File: config.mk
export PLATFORM = sky130hd
export DESIGN_NAME = seq_multiplier_n
export DESIGN_NICKNAME = d
export VERILOG_FILES = /design/src/rtl/au_pkg.sv /design/src/rtl/ripple_adder_n.sv /design/src/rtl/seq_multiplier_n.sv
export SDC_FILE = /design/constraint.sdc
export NUM_CORES = 1
export LEC_CHECK = 0
export ABC_AREA = 0
export CAP_MARGIN = 20
export CORE_ASPECT_RATIO = 1.2
export CORE_MARGIN = 2
export CORE_UTILIZATION = 51
export CTS_BUF_LIST = sky130_fd_sc_hd__clkbuf_8
export CTS_CLUSTER_SIZE = 12
export DETAILED_ROUTE_END_ITERATION = 10
export GPL_TIMING_DRIVEN = 0
export PLACE_DENSITY = 0.81
export SLEW_MARGIN = 20
export SYNTH_ARGS = -nofsm -noshare
export SYNTH_HDL_FRONTEND = slang
export SYNTH_HIERARCHICAL = 1
export SYNTH_SLANG_ARGS = --single-unit
File: constraint.sdc
create_clock -name clk -period 5.91 [get_ports clk]
set_input_delay 0.591 -clock clk [delete_from_list [all_inputs] [get_ports clk]]
set_output_delay 0.591 -clock clk [all_outputs]
set_load 0.02 [all_outputs]
File: src/rtl/au_pkg.sv
// Shared definitions for the sequential Arithmetic Unit blocks.
// The state encoding is common to every sequential AU block, so keep these values fixed.
package au_pkg;

    typedef logic [1:0] au_state_t;

    localparam au_state_t ST_IDLE = 2'd0;
    localparam au_state_t ST_CALC = 2'd1;
    localparam au_state_t ST_DONE = 2'd2;

endpackage

File: src/rtl/ripple_adder_n.sv
// Ripple-carry adder built from a chain of full_adder cells.
// For subtraction, the caller inverts b and drives cin high.
module full_adder (
    input  logic a,
    input  logic b,
    input  logic cin,
    output logic sum,
    output logic cout
);

    assign sum  = a ^ b ^ cin;
    assign cout = (a & b) | (cin & (a ^ b));

endmodule

module ripple_adder_n #(
    parameter int N = 9
) (
    input  logic [N-1:0] a,
    input  logic [N-1:0] b,
    input  logic         cin,
    output logic [N-1:0] sum,
    output logic         cout
);

    logic [N:0] carry;

    assign carry[0] = cin;

    for (genvar i = 0; i < N; i++) begin : g_bit
        full_adder u_fa (
            .a    (a[i]),
            .b    (b[i]),
            .cin  (carry[i]),
            .sum  (sum[i]),
            .cout (carry[i+1])
        );
    end

    assign cout = carry[N];

endmodule

File: src/rtl/seq_multiplier_n.sv
// Shift-and-add WIDTH x WIDTH multiplier: one adder, WIDTH iterations, valid/ready on both sides.
// Define MULT_SIGNED_EN for two's-complement operands; the default build is unsigned.
module seq_multiplier_n
    import au_pkg::*;
#(
    parameter int WIDTH = 8,
    parameter int CNT_W = $clog2(WIDTH + 1)
) (
    input  logic               clk,
    input  logic               rst,
    input  logic               in_valid,
    output logic               in_ready,
    input  logic [WIDTH-1:0]   A,
    input  logic [WIDTH-1:0]   B,
    output logic               out_valid,
    input  logic               out_ready,
    output logic [2*WIDTH-1:0] P,
    output logic               busy
);

    au_state_t          state;
    au_state_t          state_nxt;
    logic [CNT_W-1:0]   cnt;
    logic [WIDTH-1:0]   mcand;
    logic [2*WIDTH-1:0] prod;

    logic               accept;
    logic               last_iter;
    logic [WIDTH-1:0]   prod_hi;
    logic [WIDTH:0]     add_a;
    logic [WIDTH:0]     add_b;
    logic               add_cin;
    logic [WIDTH:0]     sum;
    logic               unused_cout;

    assign accept    = in_valid & in_ready;
    assign last_iter = (cnt == CNT_W'(WIDTH - 1));
    assign prod_hi   = prod[2*WIDTH-1:WIDTH];

`ifdef MULT_SIGNED_EN
    logic             sub_iter;
    logic [WIDTH:0]   mcand_ext;

    // The final iteration weighs the multiplier's sign bit negatively, so it subtracts.
    assign sub_iter  = last_iter & prod[0];
    assign mcand_ext = {mcand[WIDTH-1], mcand};
    assign add_a     = {prod_hi[WIDTH-1], prod_hi};
    assign add_b     = prod[0] ? (sub_iter ? ~mcand_ext : mcand_ext) : '0;
    assign add_cin   = sub_iter;
`else
    assign add_a     = {1'b0, prod_hi};
    assign add_b     = prod[0] ? {1'b0, mcand} : '0;
    assign add_cin   = 1'b0;
`endif

    ripple_adder_n #(
        .N (WIDTH + 1)
    ) u_adder (
        .a    (add_a),
        .b    (add_b),
        .cin  (add_cin),
        .sum  (sum),
        .cout (unused_cout)
    );

    // FSM state register
    always_ff @(posedge clk or posedge rst) begin
        if (rst) begin
            state <= ST_IDLE;
        end else begin
            state <= state_nxt;
        end
    end

    // FSM next-state logic
    always_comb begin
        state_nxt = state;
        case (state)
            ST_IDLE: begin
                if (in_valid) begin
                    state_nxt = ST_CALC;
                end
            end
            ST_CALC: begin
                if (last_iter) begin
                    state_nxt = ST_DONE;
                end
            end
            ST_DONE: begin
                if (out_ready) begin
                    state_nxt = in_valid ? ST_CALC : ST_IDLE;
                end
            end
            default: state_nxt = ST_IDLE;
        endcase
    end

    // FSM outputs; the product is only exposed while it is valid
    always_comb begin
        in_ready  = 1'b0;
        out_valid = 1'b0;
        busy      = 1'b0;
        P         = '0;
        case (state)
            ST_IDLE: begin
                in_ready = 1'b1;
            end
            ST_CALC: begin
                busy = 1'b1;
            end
            ST_DONE: begin
                out_valid = 1'b1;
                in_ready  = out_ready;
                P         = prod;
            end
            default: begin
                in_ready = 1'b0;
            end
        endcase
    end

    // Operand and partial-product registers; the upper half takes the full WIDTH+1-bit sum
    always_ff @(posedge clk or posedge rst) begin
        if (rst) begin
            mcand <= '0;
            prod  <= '0;
            cnt   <= '0;
        end else if (accept) begin
            mcand <= A;
            prod  <= {{WIDTH{1'b0}}, B};
            cnt   <= '0;
        end else if (state == ST_CALC) begin
            prod  <= {sum, prod[WIDTH-1:1]};
            cnt   <= cnt + CNT_W'(1);
        end
    end

endmodule

==> impl_metrics.prom <==
# TYPE chip_impl_metric gauge
chip_impl_metric{name="groute.layer.met2.usage",unit="%"} 33.1
chip_impl_metric{name="cts_resized",unit=""} 0
chip_impl_info{name="yosysTopAreaCell",value="dfrtp_1"} 1
chip_impl_metric{name="antenna_found_initial",unit=""} 0
chip_impl_metric{name="seq_area_frac_synth",unit="%"} 44.7
chip_impl_metric{name="grt_pass1_wl",unit="um"} 5350
chip_impl_info{name="synthTopCellsByCount",value="dfrtp_1 (30), and2_1 (24), nand2_1 (19), mux2_2 (18)"} 1
chip_impl_metric{name="yosysWarnings",unit=""} 6
chip_impl_metric{name="via_count_of_the_first_global_routing_pass",unit=""} 1176
chip_impl_metric{name="insertion_delay",unit="ns"} 0.28
chip_impl_info{name="hold_path.class",value="reg -> reg"} 1
chip_impl_info{name="gr-max-usage-layer",value="met2"} 1
chip_impl_metric{name="synthArstFlopShare",unit="%"} 100
chip_impl_metric{name="clock_sinks",unit=""} 30
chip_impl_metric{name="cts.reportedPaths.clkPinSlew",unit="ns"} 0.06
chip_impl_metric{name="drt-vias-per-instance",unit=""} 4.96
chip_impl_metric{name="cellPowerDensity",unit="nW/um^2"} 476
chip_impl_info{name="post-synth-top-count-cell",value="dfrtp_1"} 1
chip_impl_metric{name="floorplan.die.width",unit="um"} 56.4
chip_impl_metric{name="synthesis.area",unit="um^2"} 1680
chip_impl_metric{name="cts-hold-fix-buffers",unit=""} 0
chip_impl_metric{name="grt_use_met1",unit="%"} 22.4
chip_impl_metric{name="via_count",unit=""} 1131
chip_impl_metric{name="crit_arrival",unit="ns"} 4.71
chip_impl_metric{name="number_of_post_cts_setup_repair_buffers",unit=""} 0
chip_impl_info{name="path_class",value="reg -> reg"} 1
chip_impl_metric{name="pin_count",unit=""} 39
chip_impl_metric{name="clock_skew",unit="ns"} 0.00337
chip_impl_metric{name="drt_wl_total",unit="um"} 3110
chip_impl_metric{name="netlist-cell-type-count",unit=""} 29
chip_impl_info{name="tritoncts",value="done"} 1
chip_impl_metric{name="period_minus_slack",unit="ns"} 4.54
chip_impl_metric{name="drt-wirelength-per-cell",unit="um"} 13.7
chip_impl_metric{name="timing.final.hold_violations",unit=""} 0
chip_impl_metric{name="setup_tns",unit="ns"} 0
chip_impl_metric{name="layout.filler_cells",unit=""} 224
chip_impl_metric{name="slew_violations",unit=""} 0
chip_impl_metric{name="max-clock-path-buffers",unit=""} 2
chip_impl_info{name="grt_setup_unrepaired",value="false"} 1
chip_impl_info{name="ys.flop_type",value="dfrtp_1"} 1
chip_impl_metric{name="drt-initial-drc-count",unit=""} 14
chip_impl_metric{name="cp_max_fo",unit=""} 10
chip_impl_metric{name="cp.required",unit="ns"} 6.07
chip_impl_metric{name="synthToLayoutAreaGrowth",unit="%"} 32.8
chip_impl_metric{name="coreArea",unit="um^2"} 3110
chip_impl_metric{name="track_usage",unit="%"} 19.3
chip_impl_metric{name="detailed_place_hpwl",unit="um"} 2420
chip_impl_metric{name="synth_largest_type_area_fraction",unit="%"} 44.7
chip_impl_metric{name="synth-edff-count",unit=""} 0
chip_impl_metric{name="row_count",unit=""} 22
chip_impl_metric{name="final_layout_size_suffix_gt1_share",unit="%"} 20.3
chip_impl_metric{name="clock_tree.htree_level_count",unit=""} 2
chip_impl_info{name="cts_root_buffer",value="clkbuf_8"} 1
chip_impl_metric{name="maximum_number_of_pins_on_one_net_before_global_route_repair",unit=""} 19
chip_impl_info{name="outcome",value="complete, no violations"} 1
chip_impl_info{name="worst_setup_path_start_kind",value="flop"} 1
chip_impl_metric{name="route.detailed.drc",unit=""} 0
chip_impl_metric{name="worst_supply_voltage_drop_on_vdd",unit="mV"} 0.334
chip_impl_metric{name="max_cap_viol_count",unit=""} 0
chip_impl_metric{name="ant_nets",unit=""} 0
chip_impl_metric{name="nets",unit=""} 221
chip_impl_metric{name="slew_headroom",unit="%"} 59.9
chip_impl_metric{name="use_met3",unit="%"} 7.18
chip_impl_metric{name="detail_route.first_pass.iterations",unit=""} 3
chip_impl_metric{name="cellLeakagePower",unit="nW"} 0.985
chip_impl_metric{name="cts-buffers-inserted",unit=""} 5
chip_impl_metric{name="diodes",unit=""} 0
chip_impl_metric{name="synth.ff_latch_count",unit=""} 30
chip_impl_metric{name="buffer_ports.inserted",unit=""} 38
chip_impl_metric{name="grt.overflow.total",unit=""} 0
chip_impl_metric{name="fp.dieArea",unit="um^2"} 3770
chip_impl_metric{name="syn_inst",unit=""} 143
chip_impl_info{name="end_kind",value="flop"} 1
chip_impl_metric{name="layout.core_utilization",unit="%"} 71.8
chip_impl_metric{name="routability_cong",unit=""} 0.751
chip_impl_metric{name="max_freq",unit="GHz"} 0.220
chip_impl_metric{name="synth.avg_cell_area",unit="um^2"} 11.8
chip_impl_metric{name="finalSetupViolCount",unit=""} 0
chip_impl_metric{name="worstMarginPinSlew",unit="ns"} 0.600
chip_impl_info{name="synth_area_leaders",value="dfrtp_1 (45%), mux2_2 (12%), fa_1 (11%), and2_1 (8.9%), mux2_4 (5.4%)"} 1
chip_impl_metric{name="initial_core_utilization",unit="%"} 54.0
chip_impl_metric{name="final.period_utilization",unit="%"} 76.9
chip_impl_metric{name="dieHeight",unit="um"} 66.9
-- worst max-delay path, cell delays in order, from the launching register on --
cell and delay [ns]:
dfrtp_1 0.46, and2_1 0.22, fa_1 0.41, fa_1 0.39, fa_1 0.40, fa_1 0.41, fa_1 0.39, fa_1 0.39
fa_1 0.40, fa_1 0.39, fa_1 0.44, nand2_1 0.07, a21oi_1 0.06
-- report_power, final --
part           internal [mW]  switching [mW]
clock                 0.0919          0.0718
combinational          0.284           0.224
sequential             0.311          0.0789
total                  0.687           0.375
-- cell usage in the layout (no fill, tap or decap), drive strengths merged, types with 3 or more instances in the layout --
| master | count |
|---|---|
| inv | 3 |
| fa | 9 |
| a21oi | 9 |
| dfrtp | 30 |
| conb | 3 |
| nand2 | 19 |
| mux2 | 24 |
| and2 | 24 |
| buf | 5 |
| o21ai | 3 |
| clkbuf | 8 |
| clkdlybuf4s50 | 38 |
| nor2 | 4 |
-- final cells by class --
type / instances / area [um^2] / share of cell area [%]
Buffer: 6 / 42.5 / 1.91
Clock buffer: 6 / 82.6 / 3.70
Clock inverter: 2 / 8.76 / 0.392
Inverter: 2 / 7.51 / 0.336
Multi-Input combinational cell: 107 / 887 / 39.7
Sequential cell: 30 / 751 / 33.6
Tap cell: 36 / 45.0 / 2.02
Timing Repair Buffer: 39 / 408 / 18.3
-- kinds of logic (layout without fill, tap and decap cells) --
group | after synthesis | count (layout) | synth area share (%)
other | 1 | 3 | 0.223
buffers and inverters | 8 | 55 | 2.98
and+or+nand+nor | 54 | 54 | 17.5
AOI/OAI and AO/OA | 13 | 13 | 4.09
muxes | 25 | 25 | 18.0
DFF | 30 | 30 | 44.7
adders and majority gates | 10 | 10 | 11.5
xor gates and xnor gates | 2 | 2 | 1.04
-- sequential cells by signal, summed over array words and instances (netlist names) --
name	count
prod	16
cnt	4
state	2
mcand	8
-- per-stage QoR --
step	power [mW]	worst slack [ns]	hold slack (ns)	instances	cell area (um^2)
2_1_floorplan	0.776	1.61	0.456	145	1690
3_3_place_gp	0.874	1.46	0.483	219	2110
3_5_place_dp	0.910	1.36	0.488	220	2140
4_1_cts	1.08	1.35	0.498	228	2230
6_report	1.06	1.37	0.495	228	2230
5_1_grt	1.16	1.17	0.517	228	2230
-- path summary, 6_finish.rpt --
kind / from / to / depth (start not counted) / slack, ns
max: prod[0] / prod[15] / 12 / 1.37
min: cnt[3] / cnt[3] / 1 / 0.49
max reg2reg: prod[0] / prod[15] / 12 / 1.37
min reg2reg: cnt[3] / cnt[3] / 1 / 0.49
max in group asynchronous: rst / mcand[1] / 3 / 4.72
min in group asynchronous: rst / prod[3] / 2 / 0.69
-- layer usage --
metal	vias to the layer above	wire (um)
met1	552	1350
li1	562	-
met4	0	13
met5	-	0
met2	15	1650
met3	2	99
No activity file was read; power rests on OpenSTA's default activity.
